<file path="src/rtl/reversible_divider8.sv">
// Sequential restoring divider built on a ripple chain of reversible (Peres-gate)
// full adders. It produces one quotient bit per clock and returns quotient and remainder with a done pulse.

module peres_gate (
  input  logic a_i,
  input  logic b_i,
  input  logic c_i,
  output logic p_o,
  output logic q_o,
  output logic r_o
);
  assign p_o = a_i;
  assign q_o = a_i ^ b_i;
  assign r_o = (a_i & b_i) ^ c_i;
endmodule

// Two cascaded Peres gates form a full adder. ctrl_i = 0 selects add mode.
module reversible_full_adder (
  input  logic       a_i,
  input  logic       b_i,
  input  logic       cin_i,
  input  logic       ctrl_i,
  output logic       sum_o,
  output logic       cout_o,
  output logic [1:0] garbage_o
);
  logic g0_p, g0_q, g0_r;
  logic g1_p;

  peres_gate u_g0 (
    .a_i (a_i),
    .b_i (b_i),
    .c_i (ctrl_i),
    .p_o (g0_p),
    .q_o (g0_q),
    .r_o (g0_r)
  );

  peres_gate u_g1 (
    .a_i (g0_q),
    .b_i (cin_i),
    .c_i (g0_r),
    .p_o (g1_p),
    .q_o (sum_o),
    .r_o (cout_o)
  );

  assign garbage_o = {g1_p, g0_p};
endmodule

module reversible_divider8 #(
  parameter int WIDTH = 8
) (
  input  logic             clk,
  input  logic             rst,
  input  logic             start,
  input  logic [WIDTH-1:0] dividend,
  input  logic [WIDTH-1:0] divisor,
  output logic             busy,
  output logic             done,
  output logic [WIDTH-1:0] quotient,
  output logic [WIDTH-1:0] remainder,
  output logic             div_by_zero
);
  localparam int CW = (WIDTH > 1) ? $clog2(WIDTH) : 1;
  localparam logic [CW-1:0] LAST_ITER = CW'(WIDTH - 1);

  typedef enum logic [1:0] {
    S_IDLE,
    S_RUN,
    S_DONE
  } state_e;

  state_e           state_q, state_d;
  logic [WIDTH:0]   p_q, p_d;
  logic [WIDTH-1:0] q_q, q_d;
  logic [WIDTH-1:0] d_q, d_d;
  logic [CW-1:0]    cnt_q, cnt_d;
  logic [WIDTH-1:0] quot_q, quot_d;
  logic [WIDTH-1:0] rem_q, rem_d;
  logic             dbz_q, dbz_d;

  // Iteration datapath. The top bit of P is always 0 between iterations,
  // because the kept partial remainder is smaller than the divisor.
  logic [WIDTH:0]       p_sh;
  logic [WIDTH-1:0]     q_sh;
  logic [WIDTH:0]       d_inv;
  logic [WIDTH:0]       trial;
  logic [WIDTH+1:0]     carry;
  logic [2*WIDTH+1:0]   garbage;
  logic                 no_borrow;
  logic [WIDTH:0]       p_next;
  logic [WIDTH-1:0]     q_next;
  logic                 unused_garbage;

  assign p_sh     = {p_q[WIDTH-1:0], q_q[WIDTH-1]};
  assign q_sh     = q_q << 1;
  assign d_inv    = ~{1'b0, d_q};
  assign carry[0] = 1'b1;

  for (genvar i = 0; i <= WIDTH; i++) begin : g_sub
    reversible_full_adder u_rfa (
      .a_i       (p_sh[i]),
      .b_i       (d_inv[i]),
      .cin_i     (carry[i]),
      .ctrl_i    (1'b0),
      .sum_o     (trial[i]),
      .cout_o    (carry[i+1]),
      .garbage_o (garbage[2*i+1:2*i])
    );
  end

  assign no_borrow      = carry[WIDTH+1];
  assign p_next         = no_borrow ? trial : p_sh;
  assign q_next         = {q_sh[WIDTH-1:1], no_borrow};
  assign unused_garbage = ^{garbage, p_q[WIDTH]};

  // NOTE: every _d signal gets a default hold value first, so no path through the case infers a latch.
  always_comb begin
    state_d = state_q;
    p_d     = p_q;
    q_d     = q_q;
    d_d     = d_q;
    cnt_d   = cnt_q;
    quot_d  = quot_q;
    rem_d   = rem_q;
    dbz_d   = dbz_q;

    unique case (state_q)
      S_IDLE, S_DONE: begin
        if (start) begin
          d_d   = divisor;
          q_d   = dividend;
          p_d   = '0;
          cnt_d = '0;
          if (divisor == '0) begin
            state_d = S_DONE;
            quot_d  = '1;
            rem_d   = dividend;
            dbz_d   = 1'b1;
          end else begin
            state_d = S_RUN;
          end
        end else if (state_q == S_DONE) begin
          state_d = S_IDLE;
        end
      end
      S_RUN: begin
        p_d   = p_next;
        q_d   = q_next;
        cnt_d = cnt_q + CW'(1);
        if (cnt_q == LAST_ITER) begin
          state_d = S_DONE;
          quot_d  = q_next;
          rem_d   = p_next[WIDTH-1:0];
          dbz_d   = 1'b0;
        end
      end
      default: state_d = S_IDLE;
    endcase
  end

  // NOTE: sequential state uses non-blocking assignments only, so all registers update together at the edge.
  always_ff @(posedge clk) begin
    if (rst) begin
      state_q <= S_IDLE;
      p_q     <= '0;
      q_q     <= '0;
      d_q     <= '0;
      cnt_q   <= '0;
      quot_q  <= '0;
      rem_q   <= '0;
      dbz_q   <= 1'b0;
    end else begin
      state_q <= state_d;
      p_q     <= p_d;
      q_q     <= q_d;
      d_q     <= d_d;
      cnt_q   <= cnt_d;
      quot_q  <= quot_d;
      rem_q   <= rem_d;
      dbz_q   <= dbz_d;
    end
  end

  // Status is masked by rst so it cannot assert during the reset cycle itself.
  assign busy        = (state_q != S_IDLE) && !rst;
  assign done        = (state_q == S_DONE) && !rst;
  assign quotient    = quot_q;
  assign remainder   = rem_q;
  assign div_by_zero = dbz_q;

endmodule

</file>
<file path="config.mk">
export PLATFORM = sky130hd
export DESIGN_NAME = reversible_divider8
export DESIGN_NICKNAME = d
export VERILOG_FILES = /design/src/rtl/reversible_divider8.sv
export SDC_FILE = /design/constraint.sdc
export NUM_CORES = 1
export LEC_CHECK = 0
export CAP_MARGIN = 25
export CORE_ASPECT_RATIO = 0.9
export CORE_MARGIN = 5
export CORE_UTILIZATION = 30
export DETAILED_ROUTE_END_ITERATION = 8
export PLACE_DENSITY_LB_ADDON = 0.1
export REMOVE_ABC_BUFFERS = 1
export SLEW_MARGIN = 20
export SYNTH_ARGS = -nofsm -noshare
export SYNTH_HDL_FRONTEND = slang
export SYNTH_SLANG_ARGS = --single-unit
</file>
<file path="constraint.sdc">
create_clock -name clk -period 9.09 [get_ports clk]
set_input_delay 0.909 -clock clk [delete_from_list [all_inputs] [get_ports clk]]
set_output_delay 0.909 -clock clk [all_outputs]
set_load 0.02 [all_outputs]
</file>
=== Word-level counts from Yosys, hierarchy flattened ===
Cells that the tools add are included.

* Flip-flop bits (word level): 46
* Input port bits: 19
* Logic and storage cells: 96

* Add/subtract/negate cells: 1
* Equal/unequal tests: 7
* Multiplexer cells: 24
* Bitwise operators: 44
* Reductions and logical operators: 12

{| class="wikitable"
|+ Operators by type and width
! operator !! number
|-
| 8-bit 2-to-1 mux || 9
|-
| 8-bit one-hot mux with 2 select lines || 4
|-
| 1-bit XOR || 25
|-
| 1-bit bitwise AND || 17
|-
| 8-bit inverter with 9-bit output || 1
|-
| 8-bit logical NOT || 1
|-
| 2-bit 2-to-1 mux || 4
|-
| 2-bit inequality test (second input constant) || 3
|-
| 3-bit one-hot mux with 2 select lines || 1
|-
| 2-bit AND reduction || 3
|-
| 2-bit one-hot mux with 2 select lines || 1
|-
| 4-bit AND reduction || 1
|-
| 2-bit nonzero test || 2
|-
| 3-bit by 1-bit adder with 3-bit output (second input constant) || 1
|-
| 3-bit == test (second input constant) || 1
|-
| 1-bit 2-to-1 mux || 3
|-
| 3-bit 2-to-1 mux || 1
|-
| 3-bit inequality test (second input constant) || 1
|-
| 2-bit by 1-bit == test with 1-bit output (second input constant) || 1
|-
| 2-bit == test (second input constant) || 1
|-
| 1-bit logical AND || 2
|-
| 2-bit logical NOT || 1
|-
| 1-bit one-hot mux with 2 select lines || 1
|-
| 2-bit OR reduction || 1
|-
| 2 further kinds || 2
|}

=== Depth between registers and ports, before layout ===
Gate-level depths: netlist (run 1).

* Word-level depth: 22
* Depth in mapped cells: 15
* Gate-level depth less buffers: 13

=== Modules after synthesis ===
From an unflattened synthesis (run 1), not the netlist that was laid out.

* Cell total of the unflattened synthesis: 314
* Area, all modules: 2695.1 um2

{| class="wikitable"
|+ By module, submodules not included
! module !! instances !! cells an instance !! area each (um2) !! sequential area each (um2)
|-
| reversible_divider8 || 1 || 242 || 2042.0 || 920.9
|-
| peres_gate || 18 || 3 || 28.8 || 0.0
|-
| reversible_full_adder || 9 || 2 || 15.0 || 0.0
|}

=== Worst setup path before layout (run 1) ===
No wires, ideal clock.

* Kind: register to register
* Start: register q_q[7]
* End: register rem_q[1] (netlist: remainder[1])
* Setup time: 0.091 ns
* Arrival: 4.210 ns
* Data required time: 8.999 ns
* Setup slack: 4.789 ns
* Cell stages (with the launch flop): 16
* Clock period less this slack: 4.301 ns
* Path through: dfxtp_1 inv_1 ha_1 fa_1 fa_1 fa_1 fa_1 fa_1 fa_1 inv_1 fa_1 clkbuf_1 or2_2 clkbuf_1 o211ai_1 a311oi_1

* Cells in the longest elaborated chain, start to end: 21
* Elaborated cells between the ends (all ways): 23

{| class="wikitable"
|+ Ends and longest elaborated chain
! item !! line !! source
|-
| start: declaration || 76 || <nowiki>logic [WIDTH-1:0] q_q, q_d;</nowiki>
|-
| start signal: assignment || 177 || <nowiki>q_q <= q_d;</nowiki>
|-
| 1-bit XOR or 1-bit bitwise AND (tied branches) || 13, 14 ||
|-
| 1-bit XOR * || 14 || <nowiki>assign r_o = (a_i & b_i) ^ c_i;</nowiki>
|-
| 1-bit bitwise AND || 14 ||
|-
| 1-bit XOR || 14 ||
|-
| 1-bit bitwise AND || 14 ||
|-
| 1-bit XOR || 14 ||
|-
| 1-bit bitwise AND || 14 ||
|-
| 1-bit XOR || 14 ||
|-
| (+5 left out) || - ||
|-
| 1-bit XOR || 14 ||
|-
| 1-bit bitwise AND || 14 ||
|-
| 1-bit XOR || 14 ||
|-
| 1-bit bitwise AND || 14 ||
|-
| 1-bit XOR || 14 ||
|-
| 8-bit 2-to-1 mux * || 114 || <nowiki>assign p_next = no_borrow ? trial : p_sh;</nowiki>
|-
| 8-bit 2-to-1 mux * || 152 || <nowiki>if (cnt_q == LAST_ITER) begin</nowiki>
|-
| 8-bit one-hot mux with 2 select lines * || 129 || <nowiki>unique case (state_q)</nowiki>
|-
| end signal: assignment || 181 || <nowiki>rem_q <= rem_d;</nowiki>
|-
| end: declaration || 80 || <nowiki>logic [WIDTH-1:0] rem_q, rem_d;</nowiki>
|}

Every way passes the cells marked *; elsewhere a longest branch is shown, timed or not. The select of a mux whose other input is x is not followed.
A chain may end at the register's enable or synchronous reset.

=== Worst setup path in the final report (run 1) ===
* Start: register q_q[7]
* End: register rem_q[2] (netlist: remainder[2])

* Cells in the longest elaborated chain, start to end: 21
* Elaborated cells between the ends (all ways): 23

{| class="wikitable"
|+ Ends and longest elaborated chain
! item !! line
|-
| 1-bit XOR or 1-bit bitwise AND (tied branches) || 13, 14
|-
| 1-bit XOR * || 14
|-
| 1-bit bitwise AND * || 14
|-
| 1-bit XOR * || 14
|-
| 1-bit bitwise AND || 14
|-
| 1-bit XOR || 14
|-
| 1-bit bitwise AND || 14
|-
| 1-bit XOR || 14
|-
| (+5 left out) || -
|-
| 1-bit XOR || 14
|-
| 1-bit bitwise AND || 14
|-
| 1-bit XOR || 14
|-
| 1-bit bitwise AND || 14
|-
| 1-bit XOR || 14
|-
| 8-bit 2-to-1 mux * || 114
|-
| 8-bit 2-to-1 mux * || 152
|-
| 8-bit one-hot mux with 2 select lines * || 129
|}

Marks and branches as above.

==> impl_metrics.py, run 1 <==
metrics = {
    "status": {
        "status": "completed",
    },
    "drt": {
        "num_vias": 1849,
        "postRouteAntennaNets": 0,
        "first_iter_violations": 93,
        "drc": 0,
        "dr.pass1.iters": 4,
        "wl_per_cell_um": 16.55,
        "totalWireLength_um": 5974,
        "routed_via_density": 5.122,
    },
    "synth": {
        "synth_flop_cell": "dfxtp_1",
        "postSynthCellCount": 240,
        "synth.area.top_cells": "dfxtp_1 (43%), a311oi_1 (9.0%), nand2_1 (7.2%), fa_1 (6.5%), a21oi_1 (4.7%)",
        "yosysWarnings": 0,
        "syn_area_per_cell_um2": 8.946,
        "synth_seq_area_share_pct": 42.89,
        "synth_cell_types": 36,
        "yosysTopAreaCellShare_pct": 42.89,
        "synthArstFlopShare_pct": 0,
        "synth_most_common_cell": "dfxtp_1",
        "synth_top_area_cell": "dfxtp_1",
        "ys_ff_latch": 46,
        "synth_edf_count": 0,
        "synth_area_um2": 2147,
        "synth_common_cells": "dfxtp_1 (46), nand2_1 (41), a311oi_1 (22)",
    },
    "sta": {
        "finalMaxSlewViolations": 0,
        "hold-worst-slack_ps": 475.1,
        "setup_slack_ps": 4682,
        "slew_headroom_pct": 34.58,
        "min_period_ps": 4408,
        "tightest_slew_ps": 979.4,
        "setup_viol": 0,
        "hold_violations": 0,
        "tns_ps": 0,
        "finalCritPeriodShare_pct": 48.50,
        "skew_ps": 7.278,
        "max_freq_ghz": 0.2268,
        "rsz0062_at_grt": "false",
    },
    "grt": {
        "grt_max_degree": 41,
        "grt.overflow.total": 0,
        "grt_pass1_wl_um": 9977,
        "antenna_found_initial": 0,
        "grt_pass1_vias": 1879,
        "track_usage_pct": 13.84,
    },
    "critical_path": {
        "critical_path.top_delay_family": "adder cells",
        "critical_path_peak_fanout": 10,
        "rrSetupSlack_ps": 4680,
        "crit_path_end_kind": "flip-flop",
        "ff2ff_path_depth": 13,
        "cpMaxStageDelayCell": "fa_1",
        "critPathBufInv": 2,
        "start_kind": "flip-flop",
        "arrival_ps": 4620,
        "cp.required_ps": 9300,
        "r2r-end": "remainder[2]$_SDFFE_PP0P_",
        "cp_slowest_stage_delay_ps": 440,
        "r2r_start": "q_q[7]$_SDFFE_PP0P_",
        "critPathCapture": "remainder[2]$_SDFFE_PP0P_",
        "startpoint": "q_q[7]$_SDFFE_PP0P_",
        "crit_type": "reg -> reg",
        "crit_cells": 13,
        "path_cells": "inv_1, ha_1, fa_1, fa_1, fa_1, fa_1, fa_1, fa_1, inv_1, fa_1, or2_2, o211ai_1, a311oi_1",
        "critPathMostFrequentCell": "fa_1",
    },
    "floorplan": {
        "core_area_um2": 7003,
        "die_width_um": 99.18,
        "rows": 29,
        "start_util_pct": 30.66,
        "io_pins": 38,
        "die_area_um2": 8951,
        "die-height_um": 90.26,
    },
    "clock_network": {
        "cts.repair.resized": 0,
        "cts_htree_levels": 2,
        "holdBufCountCts": 0,
        "clk_pin_slew_ps": 90,
        "clock-sinks": 46,
        "cts_setup_buffers": 0,
        "tritoncts": "done",
        "cts_buffers": 5,
        "insertion_delay_ps": 290,
        "root_buffer": "clkbuf_8",
        "clk_path_buf_depth": 2,
    },
    "finish": {
        "fill_cells": 722,
        "area_growth_pct": 24.24,
        "drive_gt1_share_pct": 7.090,
        "final_cell_count_no_fill": 361,
        "antenna_cells": 0,
        "seqCellArea_um2": 920.9,
        "nets": 296,
        "multi_input_area_um2": 1101,
        "final_area_um2": 2668,
    },
    "placed_design": {
        "portBuffers": 37,
        "gp_congestion": 0.7438,
        "dpl_worst_slack_ps": 4696,
        "post_dp_cell_area_um2": 2576,
        "place_hpwl_um": 4086,
        "placed_cells": 353,
    },
    "power": {
        "peakVddDrop_mv": 0.05284,
        "internal_power_mw": 0.3090,
        "p_clk_share_pct": 29.5,
        "combPwrFrac_pct": 20.2,
        "p_leak_nw": 0.9148,
        "seqPwrFrac_pct": 50.3,
        "switching_share_pct": 30.21,
        "p_sw_mw": 0.1338,
        "power.density_cell_area_nw_per_um2": 166.0,
    },
    "hold_path": {
        "hold_start": "d_q[0]$_SDFFE_PP0P_",
        "worstHoldPathType": "reg -> reg",
    },
    "job": {
        "cap_violations": 0,
    },
}
==> registers in the layout, summed over array words and instances, names as in the netlist <==
signal,cells
q_q,8
quotient,8
div_by_zero,1
d_q,8
cnt_q,3
state_q,2
p_q,8
remainder,8
==> worst min path at each step <==
stage	endpoint	slack, ps	cells past startpoint
finish	d_q[0]$_SDFFE_PP0P_	480	2
global route	d_q[7]$_SDFFE_PP0P_	510	2
CTS	d_q[7]$_SDFFE_PP0P_	480	2
global placement	d_q[7]$_SDFFE_PP0P_	440	2
floorplan	d_q[7]$_SDFFE_PP0P_	430	2
detailed placement	d_q[7]$_SDFFE_PP0P_	460	2
==> through the flow <==
step           power, mW  utilization [%]
2_1_floorplan     0.2804                -
3_3_place_gp      0.3191            36.79
3_5_place_dp      0.3183            36.79
4_1_cts           0.4484            38.09
5_1_grt           0.4697            38.09
6_report          0.4428            38.09
==> worst reg2reg max path, cell delays in order, from the launching register on <==
cell and delay, ps:
dfxtp_1 380, inv_1 60, ha_1 190, fa_1 410
fa_1 420, fa_1 420, fa_1 420, fa_1 440
fa_1 390, inv_1 90, fa_1 340, or2_2 290
o211ai_1 150, a311oi_1 320
==> metal layers <==
metal	vias to the layer above	routed length [um]	global-route usage, %
li1	924	-	-
met1	888	3050	19.82
met2	32	2634	21.36
met3	5	242	2.857
met4	0	45	3.072
met5	-	0	0
==> power groups by stage <==
stage | Combinational, mW | Clock (mW) | Sequential (mW)
6_report | 0.0895 | 0.131 | 0.223
2_1_floorplan | 0.0560 | 0 | 0.224
3_3_place_gp | 0.0915 | 0 | 0.228
3_5_place_dp | 0.0906 | 0 | 0.228
5_1_grt | 0.103 | 0.142 | 0.225
4_1_cts | 0.0910 | 0.135 | 0.223
==> area by class of cell <==
class / instances / area share (%)
Multi-Input combinational cell: 163 / 41.28
Sequential cell: 46 / 34.52
Timing Repair Buffer: 41 / 15.01
Tap cell: 93 / 4.362
Clock buffer: 7 / 3.236
Inverter: 10 / 1.407
Clock inverter: 1 / 0.1876
==> logic make-up after synthesis <==
| kind of cell | Yosys count | synth area share [%] |
|---|---|---|
| AO/OA/AOI/OAI | 73 | 25.47 |
| AND/OR/NAND/NOR | 80 | 17.54 |
| buffers and inverters | 31 | 5.827 |
| flip-flops | 46 | 42.89 |
| adder cells (fa/ha/maj) | 10 | 8.275 |
==> layout by cell type (no fill, tap or decap), types with 4 or more instances in the layout <==
master,netlist,final
dfxtp_1,46,46
nand2_1,41,41
clkdlybuf4s50_1,0,37
a311oi_1,22,22
a21oi_1,20,20
nor2_1,11,11
nand3_1,11,11
o21ai_0,10,10
inv_1,9,9
o211ai_1,7,7
fa_1,7,7
clkbuf_8,0,6
o221a_1,5,5
buf_4,0,4
(Power assumes the default switching activity.)
==> inputs of run 2 (changes only) <==
Clock period 9.09 ns to 4 ns, I/O delays scaled along.
==> impl_metrics.py, run 2 (same netlist as run 1, synthesis figures left out) <==
metrics = {
    "critical_path": {
        "critPathBufInv": 3,
        "ff2ff_path_depth": 14,
        "r2r_start": "q_q[7]$_SDFFE_PP0P_",
        "cp.required_ps": 4140,
        "crit_path_end_kind": "flip-flop",
        "critPathMostFrequentCell": "fa_2",
        "critPathCapture": "remainder[2]$_SDFFE_PP0P_",
        "cpMaxStageDelayCell": "fa_2",
        "crit_cells": 14,
        "cp_slowest_stage_delay_ps": 380,
        "arrival_ps": 3940,
        "start_kind": "flip-flop",
        "crit_type": "reg -> reg",
        "critical_path_peak_fanout": 8,
        "r2r-end": "remainder[2]$_SDFFE_PP0P_",
        "rrSetupSlack_ps": 200,
        "path_cells": "inv_1, ha_1, fa_2, fa_2, fa_2, fa_2, fa_2, fa_2, inv_2, fa_2, buf_4, o21ai_0, o211ai_1, a311oi_1",
        "critical_path.top_delay_family": "adder cells",
        "startpoint": "q_q[7]$_SDFFE_PP0P_",
    },
    "placed_design": {
        "placed_cells": 360,
        "place_hpwl_um": 4265,
        "gp_congestion": 0.7360,
        "portBuffers": 37,
    },
    "floorplan": {
        "start_util_pct": 30.66,
        "die_area_um2": 8951,
        "die_width_um": 99.18,
        "die-height_um": 90.26,
        "core_area_um2": 7003,
        "io_pins": 38,
        "rows": 29,
    },
    "hold_path": {
        "hold_start": "d_q[7]$_SDFFE_PP0P_",
        "worstHoldPathType": "reg -> reg",
    },
    "finish": {
        "area_growth_pct": 28.90,
        "final_common_cell": "dfxtp_1",
        "final_cell_mix": "dfxtp_1 (45), nand2_1 (41), clkdlybuf4s50_1 (37)",
        "drive_gt1_share_pct": 13.45,
        "final_cell_count_no_fill": 368,
        "antenna_cells": 0,
        "nets": 303,
    },
    "sta": {
        "finalCritPeriodShare_pct": 94.89,
        "setup_viol": 0,
        "hold_violations": 0,
        "tightest_slew_ps": 935.8,
        "finalMaxSlewViolations": 0,
        "skew_ps": 8.296,
        "hold-worst-slack_ps": 471.2,
        "rsz0062_at_grt": "false",
        "max_freq_ghz": 0.2635,
        "min_period_ps": 3796,
        "slew_headroom_pct": 37.10,
    },
    "grt": {
        "track_usage_pct": 13.74,
        "antenna_found_initial": 0,
        "use_met2_pct": 21.03,
        "grt_pass1_wl_um": 9956,
        "grt_pass1_vias": 1935,
        "busiest_layer": "met2",
        "gr-usage-met1_pct": 20.03,
        "grt_max_degree": 39,
        "grt.overflow.total": 0,
        "met3_usage_pct": 2.548,
    },
    "drt": {
        "drc": 0,
        "num_vias": 1892,
        "postRouteAntennaNets": 0,
        "wl_per_cell_um": 16.65,
        "first_iter_violations": 116,
        "routed_via_density": 5.141,
        "dr.pass1.iters": 4,
        "totalWireLength_um": 6126,
    },
    "power": {
        "power.density_cell_area_nw_per_um2": 391.4,
        "p_leak_nw": 0.9550,
        "peakVddDrop_mv": 0.1999,
        "p_total_mw": 1.083,
    },
    "clock_network": {
        "cts_buffers": 5,
        "insertion_delay_ps": 300,
        "root_buffer": "clkbuf_8",
        "clock-sinks": 46,
        "holdBufCountCts": 0,
        "cts_htree_levels": 2,
        "clk_path_buf_depth": 2,
        "cts_setup_buffers": 0,
        "tritoncts": "done",
        "clk_pin_slew_ps": 90,
    },
    "status": {
        "status": "completed",
    },
    "job": {
        "cap_violations": 0,
    },
}
## run 2: what timing repair did
action / CTS / global route
endpoints found under the setup margin: 18 / 17
pin swaps: 1 / 7
cloned: 0 / 0
gates resized for setup: 7 / 5
## run 2: how the worst min path moves through the flow
stage | endpoint | cells past startpoint
after global routing | d_q[7]$_SDFFE_PP0P_ | 2
after floorplan | d_q[7]$_SDFFE_PP0P_ | 2
after detailed placement | d_q[7]$_SDFFE_PP0P_ | 2
final | d_q[7]$_SDFFE_PP0P_ | 2
after global placement | d_q[7]$_SDFFE_PP0P_ | 2
after CTS | d_q[0]$_SDFFE_PP0P_ | 2
## run 2: power by group
group / leakage, nW / internal [mW] / switching [mW]
sequential: 0.375 / 0.483 / 0.0227
clock: 0.0579 / 0.184 / 0.159
combinational: 0.522 / 0.102 / 0.132
## run 2: area by class of cell
class	count	area, um2
Inverter	10	37.54
Multi-Input combinational cell	163	1126
Timing Repair Buffer	48	456.7
Clock inverter	3	40.04
Clock buffer	5	68.82
Sequential cell	46	922.1
Fill cell	700	4235
Tap cell	93	116.4
## run 2: worst reg2reg max path: cells and delay by family, from the launching register on
family / cells / cell delay [ps]
adder cells (fa/ha/maj): 8 / 2640
buffers and inverters: 3 / 260
AO/OA/AOI/OAI: 3 / 410
flip-flops: 1 / 340
## run 2: routing by layer
metal  part of all wire (%)  wire [um]
met5                      0          0
met3                    3.4        208
met2                     45       2748
met4                   0.80         49
met1                     51       3120
## run 2: per-stage QoR
stage / worst slack, ps / utilization (%) / setup TNS, ps / instance area [um2]
6_report: 204.4 / 39.52 / 0 / 2768
5_1_grt: 34.10 / 39.52 / 0 / 2768
4_1_cts: 18.63 / 39.40 / 0 / 2759
3_5_place_dp: -140.9 / 37.59 / -1278 / 2633
3_3_place_gp: -104.6 / 37.43 / -756.2 / 2621
2_1_floorplan: -43.16 / - / -302.1 / 2059
==> inputs of run 3 (changes only) <==
Settings changed: CAP_MARGIN 25 to 20.
==> impl_metrics.py, run 3 (same netlist as run 1, synthesis figures left out) <==
metrics = {
    "drt": {
        "drc": 0,
        "routed_via_density": 5.150,
        "dr.pass1.iters": 4,
        "postRouteAntennaNets": 0,
        "totalWireLength_um": 6104,
        "num_vias": 1890,
        "first_iter_violations": 66,
        "wl_per_cell_um": 16.63,
    },
    "clock_network": {
        "tritoncts": "done",
        "cts_htree_levels": 2,
        "holdBufCountCts": 0,
        "insertion_delay_ps": 300,
        "clk_pin_slew_ps": 90,
        "root_buffer": "clkbuf_8",
        "clock-sinks": 46,
        "cts_buffers": 5,
        "clk_path_buf_depth": 2,
        "cts_setup_buffers": 0,
    },
    "sta": {
        "setup_viol": 0,
        "max_freq_ghz": 0.2647,
        "finalMaxSlewViolations": 0,
        "finalCritPeriodShare_pct": 94.44,
        "tightest_slew_ps": 932.8,
        "hold_violations": 0,
        "min_period_ps": 3778,
        "skew_ps": 10.44,
        "slew_headroom_pct": 37.29,
    },
    "placed_design": {
        "gp_congestion": 0.7360,
        "post_dp_cell_area_um2": 2621,
        "place_hpwl_um": 4280,
        "portBuffers": 37,
    },
    "finish": {
        "fill_cells": 706,
        "final_area_um2": 2794,
        "antenna_cells": 0,
        "seqCellArea_um2": 922.1,
        "multi_input_area_um2": 1126,
        "nets": 302,
        "final_cell_mix": "dfxtp_1 (45), nand2_1 (41), clkdlybuf4s50_1 (37)",
        "final_common_cell": "dfxtp_1",
        "area_growth_pct": 30.13,
        "drive_gt1_share_pct": 13.14,
    },
    "grt": {
        "grt_pass1_wl_um": 10080,
        "grt.overflow.total": 0,
        "grt_max_degree": 39,
        "grt_pass1_vias": 1912,
        "track_usage_pct": 14.02,
        "antenna_found_initial": 0,
    },
    "power": {
        "peakVddDrop_mv": 0.1628,
        "p_clk_share_pct": 36.9,
        "p_sw_mw": 0.3158,
        "combPwrFrac_pct": 19.8,
        "p_leak_nw": 0.9636,
        "p_total_mw": 1.168,
        "seqPwrFrac_pct": 43.3,
        "switching_share_pct": 27.05,
        "power.density_cell_area_nw_per_um2": 417.9,
        "internal_power_mw": 0.8519,
    },
    "job": {
        "cap_violations": 0,
    },
    "critical_path": {
        "startpoint": "q_q[7]$_SDFFE_PP0P_",
        "arrival_ps": 3990,
        "critical_path_peak_fanout": 8,
        "crit_type": "reg -> reg",
        "r2r_start": "q_q[7]$_SDFFE_PP0P_",
        "start_kind": "flip-flop",
        "cp.required_ps": 4220,
        "crit_path_end_kind": "flip-flop",
    },
    "status": {
        "status": "completed",
    },
    "floorplan": {
        "core_area_um2": 7003,
        "die_area_um2": 8951,
        "die-height_um": 90.26,
        "die_width_um": 99.18,
        "start_util_pct": 30.66,
        "io_pins": 38,
        "rows": 29,
    },
    "hold_path": {
        "worstHoldPathType": "reg -> reg",
        "hold_start": "d_q[0]$_SDFFE_PP0P_",
    },
}
==> run 3: cell count changes in the layout (fill, tap and decap cells not counted) <==
cell       delta
buf_4         -1
bufinv_16     +1
clkbuf_8      +1
clkinv_2      -2
fa_1          +1
fa_2          -1
nand2b_1      -1
nand2b_2      +1
o21ai_0       +1
o21ai_1       -1
==> run 3: stage by stage <==
step | setup WS (ps) | cells | util [%] | hold WS, ps | TNS (ps)
detailed placement | -180.7 | 359 | 37.43 | 456.0 | -1608
floorplan | -43.16 | 219 | - | 430.3 | -302.1
CTS | 54.72 | 367 | 39.75 | 472.9 | 0
global route | -6.216 | 367 | 39.90 | 493.6 | -6.216
finish | 222.4 | 367 | 39.90 | 474.1 | 0
global placement | -104.6 | 359 | 37.43 | 447.5 | -756.2
==> run 3: timing repair <==
| action | in CTS | in global routing |
|---|---|---|
| gates resized for setup | 7 | 4 |
| setup endpoints to repair | 18 | 16 |
| pin swaps | 4 | 6 |
==> run 3: final timing paths <==
kind / endpoint / slack [ps] / depth (start not counted)
worst max-delay path: remainder[2]$_SDFFE_PP0P_ / 220 / 13
worst min-delay path: d_q[0]$_SDFFE_PP0P_ / 470 / 2
worst max register to register: remainder[2]$_SDFFE_PP0P_ / 220 / 13
worst min register to register: d_q[0]$_SDFFE_PP0P_ / 470 / 2
==> run 3: power groups by stage <==
stage | clock [mW] | combinational, mW | sequential [mW]
2_1_floorplan | 0 | 0.127 | 0.510
3_3_place_gp | 0 | 0.219 | 0.516
3_5_place_dp | 0 | 0.220 | 0.516
4_1_cts | 0.442 | 0.231 | 0.506
5_1_grt | 0.461 | 0.263 | 0.511
6_report | 0.430 | 0.232 | 0.506
==> run 3: layout make-up <==
| type | count | share of cell area [%] |
|---|---|---|
| multi-input combinational | 163 | 40.30 |
| sequential | 46 | 33.00 |
| timing repair buffer | 47 | 16.08 |
| tap | 93 | 4.165 |
| clock buffer | 6 | 2.956 |
| clock inverter | 2 | 2.150 |
| inverter | 10 | 1.343 |
==> run 3: layer usage <==
layer	wire (um)	track usage, %	up-vias
met5	0	0	-
met3	224	3.243	5
met1	3172	20.58	912
li1	-	-	941
met4	36	2.730	0
met2	2671	20.97	32
==> run 3: worst max-delay path, stage by stage (launching register included) <==
cell,delay (ps)
dfxtp_2,330
inv_1,40
ha_1,180
fa_2,350
fa_2,370
fa_2,370
fa_2,370
fa_2,360
fa_1,420
inv_2,80
fa_2,220
or2_4,180
o211ai_1,140
a311oi_1,290
